File: src/rtl/approx_mult_if.sv
// approx_mult_if: operand/result valid-ready bus for the pipelined approximate multiplier
interface approx_mult_if #(parameter int WIDTH = 8);
   logic               in_valid;
   logic               in_ready;
   logic [WIDTH-1:0]   in_a;
   logic [WIDTH-1:0]   in_b;
   logic               in_exact;
   logic               out_valid;
   logic               out_ready;
   logic [2*WIDTH-1:0] out_y;
   logic [15:0]        skip_cnt;
   modport master (output in_valid, in_a, in_b, in_exact, out_ready,
                   input in_ready, out_valid, out_y, skip_cnt);
   modport slave (input in_valid, in_a, in_b, in_exact, out_ready,
                  output in_ready, out_valid, out_y, skip_cnt);
endinterface

File: src/rtl/approx_mult_pipe.sv
// approx_mult_pipe: two-stage valid/ready multiplier with truncated LSB columns and runtime exact mode
module approx_mult_pipe #(
   parameter int WIDTH       = 8,
   parameter int APPROX_COLS = 4,
   parameter int COMP        = 1,
   parameter int ADDER_SEL   = 0
) (
   input logic clk,
   input logic rst,
   approx_mult_if.slave bus
);
   localparam int N = 2 * WIDTH;
   localparam int H = WIDTH / 2;
   localparam int SH = (APPROX_COLS > 0) ? APPROX_COLS - 1 : 0;
   localparam logic [N-1:0] COMP_V = (COMP != 0 && APPROX_COLS > 0) ? (N'(1) << SH) : '0;

   function automatic logic [N-1:0] add_rca(input logic [N-1:0] x, input logic [N-1:0] z);
      logic [N-1:0] r;
      logic c;
      r = '0;
      c = 1'b0;
      for (int k = 0; k < N; k++) begin
         r[k] = x[k] ^ z[k] ^ c;
         c = (x[k] & z[k]) | (c & (x[k] ^ z[k]));
      end
      return r;
   endfunction

   function automatic logic [N-1:0] add_skip(input logic [N-1:0] x, input logic [N-1:0] z);
      logic [N-1:0] r;
      logic c, cin, p;
      r = '0;
      c = 1'b0;
      for (int g = 0; g < N; g += 4) begin
         cin = c;
         p = 1'b1;
         for (int k = g; k < g + 4 && k < N; k++) begin
            r[k] = x[k] ^ z[k] ^ c;
            p = p & (x[k] ^ z[k]);
            c = (x[k] & z[k]) | (c & (x[k] ^ z[k]));
         end
         c = p ? cin : c;
      end
      return r;
   endfunction

   function automatic logic [N-1:0] add_csel(input logic [N-1:0] x, input logic [N-1:0] z);
      logic [N-1:0] r, s0, s1;
      logic c, c0, c1;
      r = '0;
      s0 = '0;
      s1 = '0;
      c = 1'b0;
      for (int g = 0; g < N; g += 4) begin
         c0 = 1'b0;
         c1 = 1'b1;
         for (int k = g; k < g + 4 && k < N; k++) begin
            s0[k] = x[k] ^ z[k] ^ c0;
            c0 = (x[k] & z[k]) | (c0 & (x[k] ^ z[k]));
            s1[k] = x[k] ^ z[k] ^ c1;
            c1 = (x[k] & z[k]) | (c1 & (x[k] ^ z[k]));
         end
         for (int k = g; k < g + 4 && k < N; k++) r[k] = c ? s1[k] : s0[k];
         c = c ? c1 : c0;
      end
      return r;
   endfunction

   // Conditional sum: each group keeps both sum/carry outcomes and groups merge pairwise at doubling sizes.
   function automatic logic [N-1:0] add_cond(input logic [N-1:0] x, input logic [N-1:0] z);
      logic [N-1:0] s0, s1, c0, c1;
      logic t0, t1, n0, n1;
      s0 = x ^ z;
      s1 = ~(x ^ z);
      c0 = x & z;
      c1 = x | z;
      for (int g = 1; g < N; g = g * 2) begin
         for (int lo = 0; lo + g < N; lo += 2 * g) begin
            for (int k = lo + g; k < lo + 2 * g && k < N; k++) begin
               t0 = s0[k];
               t1 = s1[k];
               s0[k] = c0[lo] ? t1 : t0;
               s1[k] = c1[lo] ? t1 : t0;
            end
            n0 = c0[lo] ? c1[lo+g] : c0[lo+g];
            n1 = c1[lo] ? c1[lo+g] : c0[lo+g];
            c0[lo] = n0;
            c1[lo] = n1;
         end
      end
      return s0;
   endfunction

   logic             s1_valid, s1_exact, s1_zero, s2_valid, ready2, accept, zero_in;
   logic [WIDTH-1:0] s1_a, s1_b, arr_a, arr_b;
   logic [N-1:0]     pp, row_lo, row_hi, add_in, comp, sum, y;

   assign ready2        = ~s2_valid | bus.out_ready;
   assign bus.in_ready  = ~s1_valid | ready2;
   assign bus.out_valid = s2_valid;
   assign accept        = bus.in_valid & bus.in_ready;
   assign zero_in       = (bus.in_a == '0) || (bus.in_b == '0);

   always_ff @(posedge clk) begin
      if (rst) begin
         s1_valid     <= 1'b0;
         s1_exact     <= 1'b0;
         s1_zero      <= 1'b0;
         s1_a         <= '0;
         s1_b         <= '0;
         s2_valid     <= 1'b0;
         bus.out_y    <= '0;
         bus.skip_cnt <= '0;
      end else begin
         if (bus.in_ready) s1_valid <= bus.in_valid;
         if (accept) begin
            s1_exact <= bus.in_exact;
            s1_zero  <= zero_in;
         end
         // Zero ops leave the operand registers untouched so the array sees no toggles.
         if (accept && !zero_in) begin
            s1_a <= bus.in_a;
            s1_b <= bus.in_b;
         end
         if (accept && zero_in && bus.skip_cnt != 16'hFFFF) bus.skip_cnt <= bus.skip_cnt + 16'd1;
         if (ready2) s2_valid <= s1_valid;
         if (s1_valid && ready2) bus.out_y <= y;
      end
   end

   assign arr_a  = s1_zero ? '0 : s1_a;
   assign arr_b  = s1_zero ? '0 : s1_b;
   assign comp   = (s1_exact || s1_zero) ? '0 : COMP_V;
   assign add_in = row_hi + comp;

   always_comb begin
      row_lo = '0;
      row_hi = '0;
      pp = '0;
      for (int i = 0; i < WIDTH; i++) begin
         pp = '0;
         for (int j = 0; j < WIDTH; j++) pp[i+j] = arr_a[i] & arr_b[j] & (s1_exact | (i + j >= APPROX_COLS));
         if (i < H) row_lo = row_lo + pp;
         else row_hi = row_hi + pp;
      end
   end

   always_comb begin
      sum = ADDER_SEL == 1 ? add_skip(row_lo, add_in) :
            ADDER_SEL == 2 ? add_csel(row_lo, add_in) :
            ADDER_SEL == 3 ? add_cond(row_lo, add_in) : add_rca(row_lo, add_in);
      y = s1_zero ? '0 : sum;
   end
endmodule

File: src/flat_wrapper.sv
// flat-port wrapper written by rule: the top's interface ports become plain ports
module approx_mult_pipe_flat 
#(
   parameter int WIDTH       = 8,
   parameter int APPROX_COLS = 4,
   parameter int COMP        = 1,
   parameter int ADDER_SEL   = 0
)
  (clk, rst, bus_in_valid, bus_in_a, bus_in_b, bus_in_exact, bus_out_ready, bus_in_ready, bus_out_valid, bus_out_y, bus_skip_cnt);
  approx_mult_if #(.WIDTH(WIDTH)) bus_i ();
  input logic clk;
  input logic rst;
  input wire logic [$bits(bus_i.in_valid)-1:0] bus_in_valid;
  input wire logic [$bits(bus_i.in_a)-1:0] bus_in_a;
  input wire logic [$bits(bus_i.in_b)-1:0] bus_in_b;
  input wire logic [$bits(bus_i.in_exact)-1:0] bus_in_exact;
  input wire logic [$bits(bus_i.out_ready)-1:0] bus_out_ready;
  output wire logic [$bits(bus_i.in_ready)-1:0] bus_in_ready;
  output wire logic [$bits(bus_i.out_valid)-1:0] bus_out_valid;
  output wire logic [$bits(bus_i.out_y)-1:0] bus_out_y;
  output wire logic [$bits(bus_i.skip_cnt)-1:0] bus_skip_cnt;
  assign bus_i.in_valid = bus_in_valid;
  assign bus_i.in_a = bus_in_a;
  assign bus_i.in_b = bus_in_b;
  assign bus_i.in_exact = bus_in_exact;
  assign bus_i.out_ready = bus_out_ready;
  assign bus_in_ready = bus_i.in_ready;
  assign bus_out_valid = bus_i.out_valid;
  assign bus_out_y = bus_i.out_y;
  assign bus_skip_cnt = bus_i.skip_cnt;
  approx_mult_pipe #(.WIDTH(WIDTH), .APPROX_COLS(APPROX_COLS), .COMP(COMP), .ADDER_SEL(ADDER_SEL)) u_core (.clk(clk), .rst(rst), .bus(bus_i));
endmodule
File: config.mk
export PLATFORM = sky130hd
export DESIGN_NAME = approx_mult_pipe_flat
export DESIGN_NICKNAME = d
export VERILOG_FILES = /design/src/rtl/approx_mult_if.sv /design/src/rtl/approx_mult_pipe.sv /design/src/flat_wrapper.sv
export SDC_FILE = /design/constraint.sdc
export NUM_CORES = 1
export LEC_CHECK = 0
export CORE_UTILIZATION = 57
export DETAILED_ROUTE_END_ITERATION = 6
export PLACE_DENSITY = 0.92
export SYNTH_ARGS = -nofsm -noshare
export SYNTH_HDL_FRONTEND = slang
export SYNTH_SLANG_ARGS = --single-unit
File: constraint.sdc
create_clock -name clk -period 8.9 [get_ports clk]
set_clock_uncertainty 0.15 [all_clocks]
set_input_delay 0.89 -clock clk [delete_from_list [all_inputs] [get_ports clk]]
set_output_delay 0.89 -clock clk [all_outputs]
set_load 0.01 [all_outputs]
Word level (Yosys, flattened, before mapping) --
Cells that the tools add are included.
Word-level totals: output and inout port bits 34, logic and storage cells 183, input port bits 21, flip-flop bits (word level) 52
Cells by class: reduce and logical (&&, ||, !) cells 9, eq/ne operators 1, $add $sub $neg 8, bitwise operators 153, multiplexer cells 4
Operators with widths (number):
- $and 1x1->1 | 104
- $xor 1x1->1 | 31
- $add 16x1->16 const B | 1
- $add 16x10->16 | 1
- $add 16x11->16 | 1
- $add 16x14->16 | 1
- $add 16x15->16 | 1
- $add 16x16->16 | 1
- $logic_not 8->1 | 2
- $mux 16 | 1
- $mux 8 | 2
- $ne 16x16->1 const B | 1
- $or 1x1->1 | 16
- $add 12x13->14 | 1
- $add 8x9->10 | 1
- $logic_and 1x1->1 | 4
- $mux 4 | 1
- $logic_or 1x1->1 | 2
- $not 1->1 | 2
- $logic_not 1->1 | 1

Longest topological paths before layout --
depth after elaboration 37, depth in mapped cells 29, gate-level depth less buffers 27

Worst setup path after synthesis --
OpenSTA, ideal clock, no wires.
kind register to register, start register u_core.s1_zero, end register u_core.bus.out_y[14], setup slack 1.763 ns, stages on the path, launching flop included 26, period minus slack after synthesis 7.137 ns, data required time 8.622 ns, path buffers 2, library setup time 0.128 ns, arrival 6.859 ns, cell sequence dfxtp_1 -> clkbuf_1 -> buf_1 -> nand2b_1 -> nor2_1 -> ha_1 -> inv_1 -> fa_1 -> xnor2_1 -> fa_1 -> ha_1 -> fa_1 -> fa_1 -> fa_1 -> fa_1 -> fa_1 -> fa_1 -> fa_1 -> fa_1 -> fa_1 -> ha_1 -> ha_1 -> ha_1 -> nor3b_1 -> a21oi_1 -> nor2_1
Between the ends: longest elaborated chain between the ends 35, elaborated cells on any way between the ends 141, classes of those cells add/sub: 7; mux: 4; bitwise: 129; reduce/logical: 1
RTL lines:
- start, declared | line approx_mult_pipe.sv:94 | logic s1_valid, s1_exact, s1_zero, s2_valid, ready2, accept, zero_in;
- start signal, assigned | line approx_mult_pipe.sv:118 | s1_zero <= zero_in;
- branches (longest 34 deep; another with $add 16x14->16)
- $mux 16 * | line approx_mult_pipe.sv:152 | y = s1_zero ? '0 : sum;
- end signal, assigned | line approx_mult_pipe.sv:127 | if (s1_valid && ready2) bus.out_y <= y;
- end, declared | line approx_mult_if.sv:15 | output in_ready, out_valid, out_y, skip_cnt);
Mark *: on every way between the ends. A chain may end at the register's enable or synchronous reset.

Final worst setup path --
Same ends and word-level chain as after synthesis.

==> results.cfg <==
[synth]
syn_area_per_cell_um2 = 8.337
yosysSeqAreaShare_pct = 23.52
ys_warn_count = 0
async_flop_share_pct = 0
synth-seq-cells = 52
netlist_area_mm2 = 0.004427
syn_inst = 531
synth_edf_count = 0
ys.flop_type = dfxtp_1
synth_cell_types = 55
syn-num-nets = 615

[placed_design]
io_buffer_count = 54
gp_congestion = 0.8944
placed_area_mm2 = 0.004996
place.detailed.instances = 665
dpl_worst_slack_ps = 1183
dpl.hpwl_um = 7629

[global_routing]
grt_pass1_vias = 3894
grt_pass1_wl_um = 17140
use_met1_pct = 31.08
grt.met3_usage_pct = 3.553
grtUsageTotal_pct = 25.74
antenna_found_initial = 0
grt-busiest-layer = met2
grt_max_degree = 62
gr-usage-met2_pct = 45.93
gr-total-overflow = 0

[job]
cap_violations = 0

[pwr]
p_total_mw = 0.4815
power.share.switching_pct = 29.33
comb_power_share_pct = 15.7
p_int_mw = 0.3402
switchingPower_mw = 0.1412
pwr-share-seq_pct = 52.1
peakVddDrop_mv = 0.07845
clockPowerShare_pct = 32.1
power.density_mw_per_mm2 = 94.48
leakage_nw = 2.342

[critical_path]
crit_cells = 24
cp.required_ps = 8930
critPathSlowestCell = dfxtp_1
crit_chain = nor2b_1 > nand3_1 > inv_1 > ha_1 > a21o_1 > a21oi_1 > xnor2_1 > fa_1 > inv_1 > fa_1 > fa_1 > fa_1 > fa_1 > fa_1 > fa_1 > fa_1 > fa_1 > fa_1 > ha_1 > ha_1 > ha_1 > nor3b_1 > a21oi_1 > nor2_1
critPathBufInv = 2
slowest_delay_ps = 760
r2r_cells = 24
crit_top_cell = fa_1
arrival_ps = 7820
crit_type = flip-flop to flip-flop
critPathTopFamily = adder cells
critical_path.max_fanout = 17
startpoint_type = flip-flop
crit_path_end_kind = flip-flop

[finish]
num_antenna_cells = 0
drive_gt1_share_pct = 3.484
n_fill_cell = 564
final-instance-count-excl-fill = 673
nets = 657
area_delta_synth_final_pct = 15.12
utilization_pct = 69.15
postLayoutCellArea_mm2 = 0.005096

[die]
ios = 55
initial_core_util_pct = 60.07
dieWidth_um = 90.13
die_height_um = 90.13
die_area_mm2 = 0.008123
rows = 31
core_area_mm2 = 0.007370

[detailed_routing]
dr.pass1.iters = 5
drc_errors = 0
routed_via_density = 5.770
wl_per_cell_um = 15.02
final_antenna_net_count = 0
dr_total_vias = 3883
drt-total-wl_um = 10110
dr.first_iter.drc_count = 185

[sta]
hold_viol_final = 0
hold_slack_ps = 342.6
finalMaxSlewViolations = 0
fin_crit_ps = 7785
layout_setup_ws_ps = 1115
rsz0062_at_grt = no
worst_pin_slew_ps = 1032
setup_viol = 0
relSlewSlack_pct = 31.18
maxClockFrequency_mhz = 128.5
finalCritPeriodShare_pct = 87.47
fin_setup_tns_ps = 0

[clock_tree]
clk_pin_slew_ps = 110
ctsHoldBuffers = 0
post_cts_buffers = 0
cts_root_buf = clkbuf_8
clk_latency_ps = 320
numCtsBuffers = 5
cts-resized-gates = 0
clockBufferDepth = 2
h-tree-depth = 2
tritoncts = built
cts.sinks = 52

[status]
status = completed

[min_path]
hold_path_class = flip-flop to flip-flop
hold_depth = 2
==> sequential cells by signal, summed over array words and instances (netlist names) <==
| signal | count |
|---|---|
| u_core.s1_zero | 1 |
| u_core.s1_valid | 1 |
| u_core.bus.skip_cnt | 16 |
| u_core.s1_b | 8 |
| u_core.s1_exact | 1 |
| u_core.s1_a | 8 |
| u_core.bus.out_y | 16 |
| u_core.bus.out_valid | 1 |
==> synthesized netlist by cell type (all sizes together), types with 7 or more instances <==
library cell	number	area share, %
a21oi	39	4.4
buf	12	1.6
ha	37	10
clkbuf	9	0.76
xnor2	12	2.4
inv	38	3.2
xor2	9	1.8
mux2i	17	3.8
nand3	13	1.5
and2	31	4.4
nor3b	15	2.5
fa	26	12
nor3	9	1.1
nor2b	16	2.3
o21ai	15	1.7
dfxtp	52	24
nor4	7	1.3
nor2	64	5.4
nand2	38	3.2
==> metal layers <==
metal	up-vias	share of wire, %	routed length (um)
met5	-	0	0
met4	0	2.6	259
met3	25	4.4	444
met2	111	49	4982
met1	1849	44	4424
li1	1898	-	-
==> cell type report <==
cell class	instances	area [um2]	share of cell area, %
multi-input combinational	420	3138	61.58
sequential	52	1041	20.43
timing repair buffer	56	550.5	10.80
inverter	38	142.6	2.799
tap	99	123.9	2.431
clock buffer	6	82.58	1.620
clock inverter	2	17.52	0.3437
==> layout by cell type, fill, tap and decap left out, drive strengths merged, types with 7 or more instances in the layout <==
master	count
nand2	38
dfxtp	52
xor2	9
o21ai	15
a21oi	39
nor2	64
clkdlybuf4s50	53
mux2i	17
ha	37
fa	26
inv	40
nand3	13
nor4	7
nor3b	15
and2	31
xnor2	12
nor3	9
nor2b	16
==> power groups by stage <==
stage	clock, mW	sequential, mW	combinational [mW]
floorplan	0	0.251	0.0512
global placement	0	0.255	0.0720
detailed placement	0	0.256	0.0753
global route	0.164	0.252	0.0845
finish	0.155	0.251	0.0758
CTS	0.156	0.250	0.0758
==> kinds of logic (layout without fill, tap and decap cells) <==
family,Yosys count,count (layout),share of synthesized area (%)
AO/OA/AOI/OAI,85,85,11.65
flip-flops,52,52,23.52
XOR/XNOR,21,21,4.155
multiplexers,23,23,5.455
AND/OR/NAND/NOR,228,228,27.42
buffers and inverters,59,102,5.596
adder cells (fa/ha/maj),63,63,22.22
==> worst paths after layout <==
| check | slack, ps | from | end |
|---|---|---|---|
| max | 1120 | u_core.s1_zero | u_core.bus.out_y[14] |
| min | 340 | u_core.s1_valid | u_core.bus.out_valid |
| max reg2reg | 1120 | u_core.s1_zero | u_core.bus.out_y[14] |
| min reg2reg | 340 | u_core.s1_valid | u_core.bus.out_valid |
==> tightest hold or removal path, cell delays in order (launching register included) <==
cell and delay, ps:
dfxtp_1 340, inv_1 60, a21oi_1 50
Note: power is estimated with default switching activity, not from simulation.
==> variant (same flow settings) <==
Make the reset (`rst`) asynchronous in one clocked block.
--- a/src/rtl/approx_mult_pipe.sv
+++ b/src/rtl/approx_mult_pipe.sv
@@ -102,5 +102,5 @@
    assign zero_in       = (bus.in_a == '0) || (bus.in_b == '0);
 
-   always_ff @(posedge clk) begin
+   always_ff @(posedge clk or posedge rst) begin
       if (rst) begin
          s1_valid     <= 1'b0;
Check against the original RTL: not equivalent (a bounded check fails within 4 cycles, from zero or initial values and one cycle with rst high; the reset may be asserted at any time).
==> variant against the original RTL <==
Sequential cell count stayed put. Setup slack worse by 0.12 ns. Routed wire length is 0.76% lower. Largest cell class unchanged. Critical endpoint is now u_core.bus.out_y[15]$_DFFE_PP0P_. Synthesized area is 2.7% lower. Critical path type unchanged. Final area is 1.6% lower.
Power is not compared: it rests on default switching activity, and its combinational part moved more than twofold at a synthesized area within 25%.
==> variant: results (changes against the original RTL) <==
| Metric | Value |
|---|---|
| WL per Instance | 16.7 µm (was 15.0 µm) |
| Slew headroom | 28.6% (was 31.2%) |
| Netlist cell types | 47 (was 55) |
| Share of layout cells above drive strength 1 | 7.17% (was 3.48%) |
| Largest net degree at the start of global routing | 53 (was 62) |
| RR Endpoint | u_core.bus.out_y[15]$_DFFE_PP0P_ (was u_core.bus.out_y[14]$_SDFFE_PP0P_) |
| WHS | 0.342 ns (was 0.343 ns) |
| Hold path endpoint | u_core.bus.out_y[1]$_DFFE_PP0P_ (was u_core.bus.out_valid$_SDFFE_PP0P_) |
| R2r startpoint | u_core.s1_zero$_DFFE_PP0P_ (was u_core.s1_zero$_SDFFE_PP0P_) |
| CP max-delay cell | dfrtp_1 (was dfxtp_1) |
| Avg Cell Area, Syn | 9.57 µm² (was 8.34 µm²) |
| GP Congestion | 0.861 (was 0.894) |
| R2R Setup Slk | 0.99 ns (was 1.12 ns) |
| Top post-synthesis cells by count | nand2_1 (78), dfrtp_1 (52), ha_1 (35), inv_1 (32), fa_1 (30) (was nor2_1 (64), dfxtp_1 (52), a21oi_1 (39), inv_1 (38), nand2_1 (38)) |
| Seq/Total Area, Yosys | 30.2% (was 23.5%) |
| Hpwl dp | 7920 µm (was 7630 µm) |
| Placed inst area | 4930 µm² (was 5000 µm²) |
| DR iter-0 viols | 197 (was 185) |
| First-pass GRT wire length | 16800 µm (was 17100 µm) |
| Syn Nets | 536 (was 615) |
| Asr flop ratio synth | 100% (was 0%) |
| Wl on met1 | 4200 µm (was 4420 µm) |
| Met3 GRT Util | 4.99% (was 3.55%) |
| Run status | complete, no violations (unchanged) |
| Place WS | 1.13 ns (was 1.18 ns) |
| Metal3 WL | 570 µm (was 444 µm) |
| Hold wc startpoint | u_core.bus.out_y[1]$_DFFE_PP0P_ (was u_core.s1_valid$_SDFFE_PP0N_) |
| Vias per inst | 5.77 (about the same) |
| Pwr Total | just under 0.001 W |
| Fill cell count | 560 (was 564) |
| DR vias | 3469 (was 3883) |
| CP peak stage delay | 0.63 ns (was 0.76 ns) |
| Crit Path Max Fanout | 18 (was 17) |
| Largest cells by area after synthesis | dfrtp_1 (30%), fa_1 (14%), ha_1 (10%), nand2_1 (6.8%), xnor2_1 (5.3%) (was dfxtp_1 (24%), fa_1 (12%), ha_1 (10%), nor2_1 (5.4%), a21oi_1 (4.4%)) |
==> variant: cell count changes in the layout (fill, tap and decap cells not counted), sizes merged, moves of 5 or more <==
cell   delta
dfrtp    +52
inv       -8
mux2i    -17
a21oi    -26
nor3b    -15
dfxtp    -52
and2      -7
nor2     -45
nand2    +40
xnor2    +14
o21ai     +5
mux2     +13
nor3      -8
==> variant: kinds of logic after synthesis <==
kind of cell	Yosys count	synth area share, %
simple gates	178	21.2
buf+inv	43	3.95
mux	19	5.05
compound gates	62	9.21
xor+xnor	31	6.30
fa+ha+maj	65	24.1
flops	52	30.2
==> variant: worst max path at each step <==
stage | from | end | slack, ns
2_1_floorplan | u_core.s1_zero$_DFFE_PP0P_ | u_core.bus.out_y[15]$_DFFE_PP0P_ | 1.65
3_3_place_gp | u_core.s1_zero$_DFFE_PP0P_ | u_core.bus.out_y[15]$_DFFE_PP0P_ | 1.43
3_5_place_dp | u_core.s1_zero$_DFFE_PP0P_ | u_core.bus.out_y[15]$_DFFE_PP0P_ | 1.13
4_1_cts | u_core.s1_zero$_DFFE_PP0P_ | u_core.bus.out_y[15]$_DFFE_PP0P_ | 1.09
5_1_grt | u_core.s1_zero$_DFFE_PP0P_ | u_core.bus.out_y[15]$_DFFE_PP0P_ | 0.52
6_report | u_core.s1_zero$_DFFE_PP0P_ | u_core.bus.out_y[15]$_DFFE_PP0P_ | 0.99
==> variant: final cells by class <==
type	count	area share, %
flip-flops and latches	52	25.9
multi-input cells	355	56.6
clock buffers	6	1.45
clock inverters	2	0.324
repair buffers	54	10.8
well taps	99	2.47
inverters	33	2.47
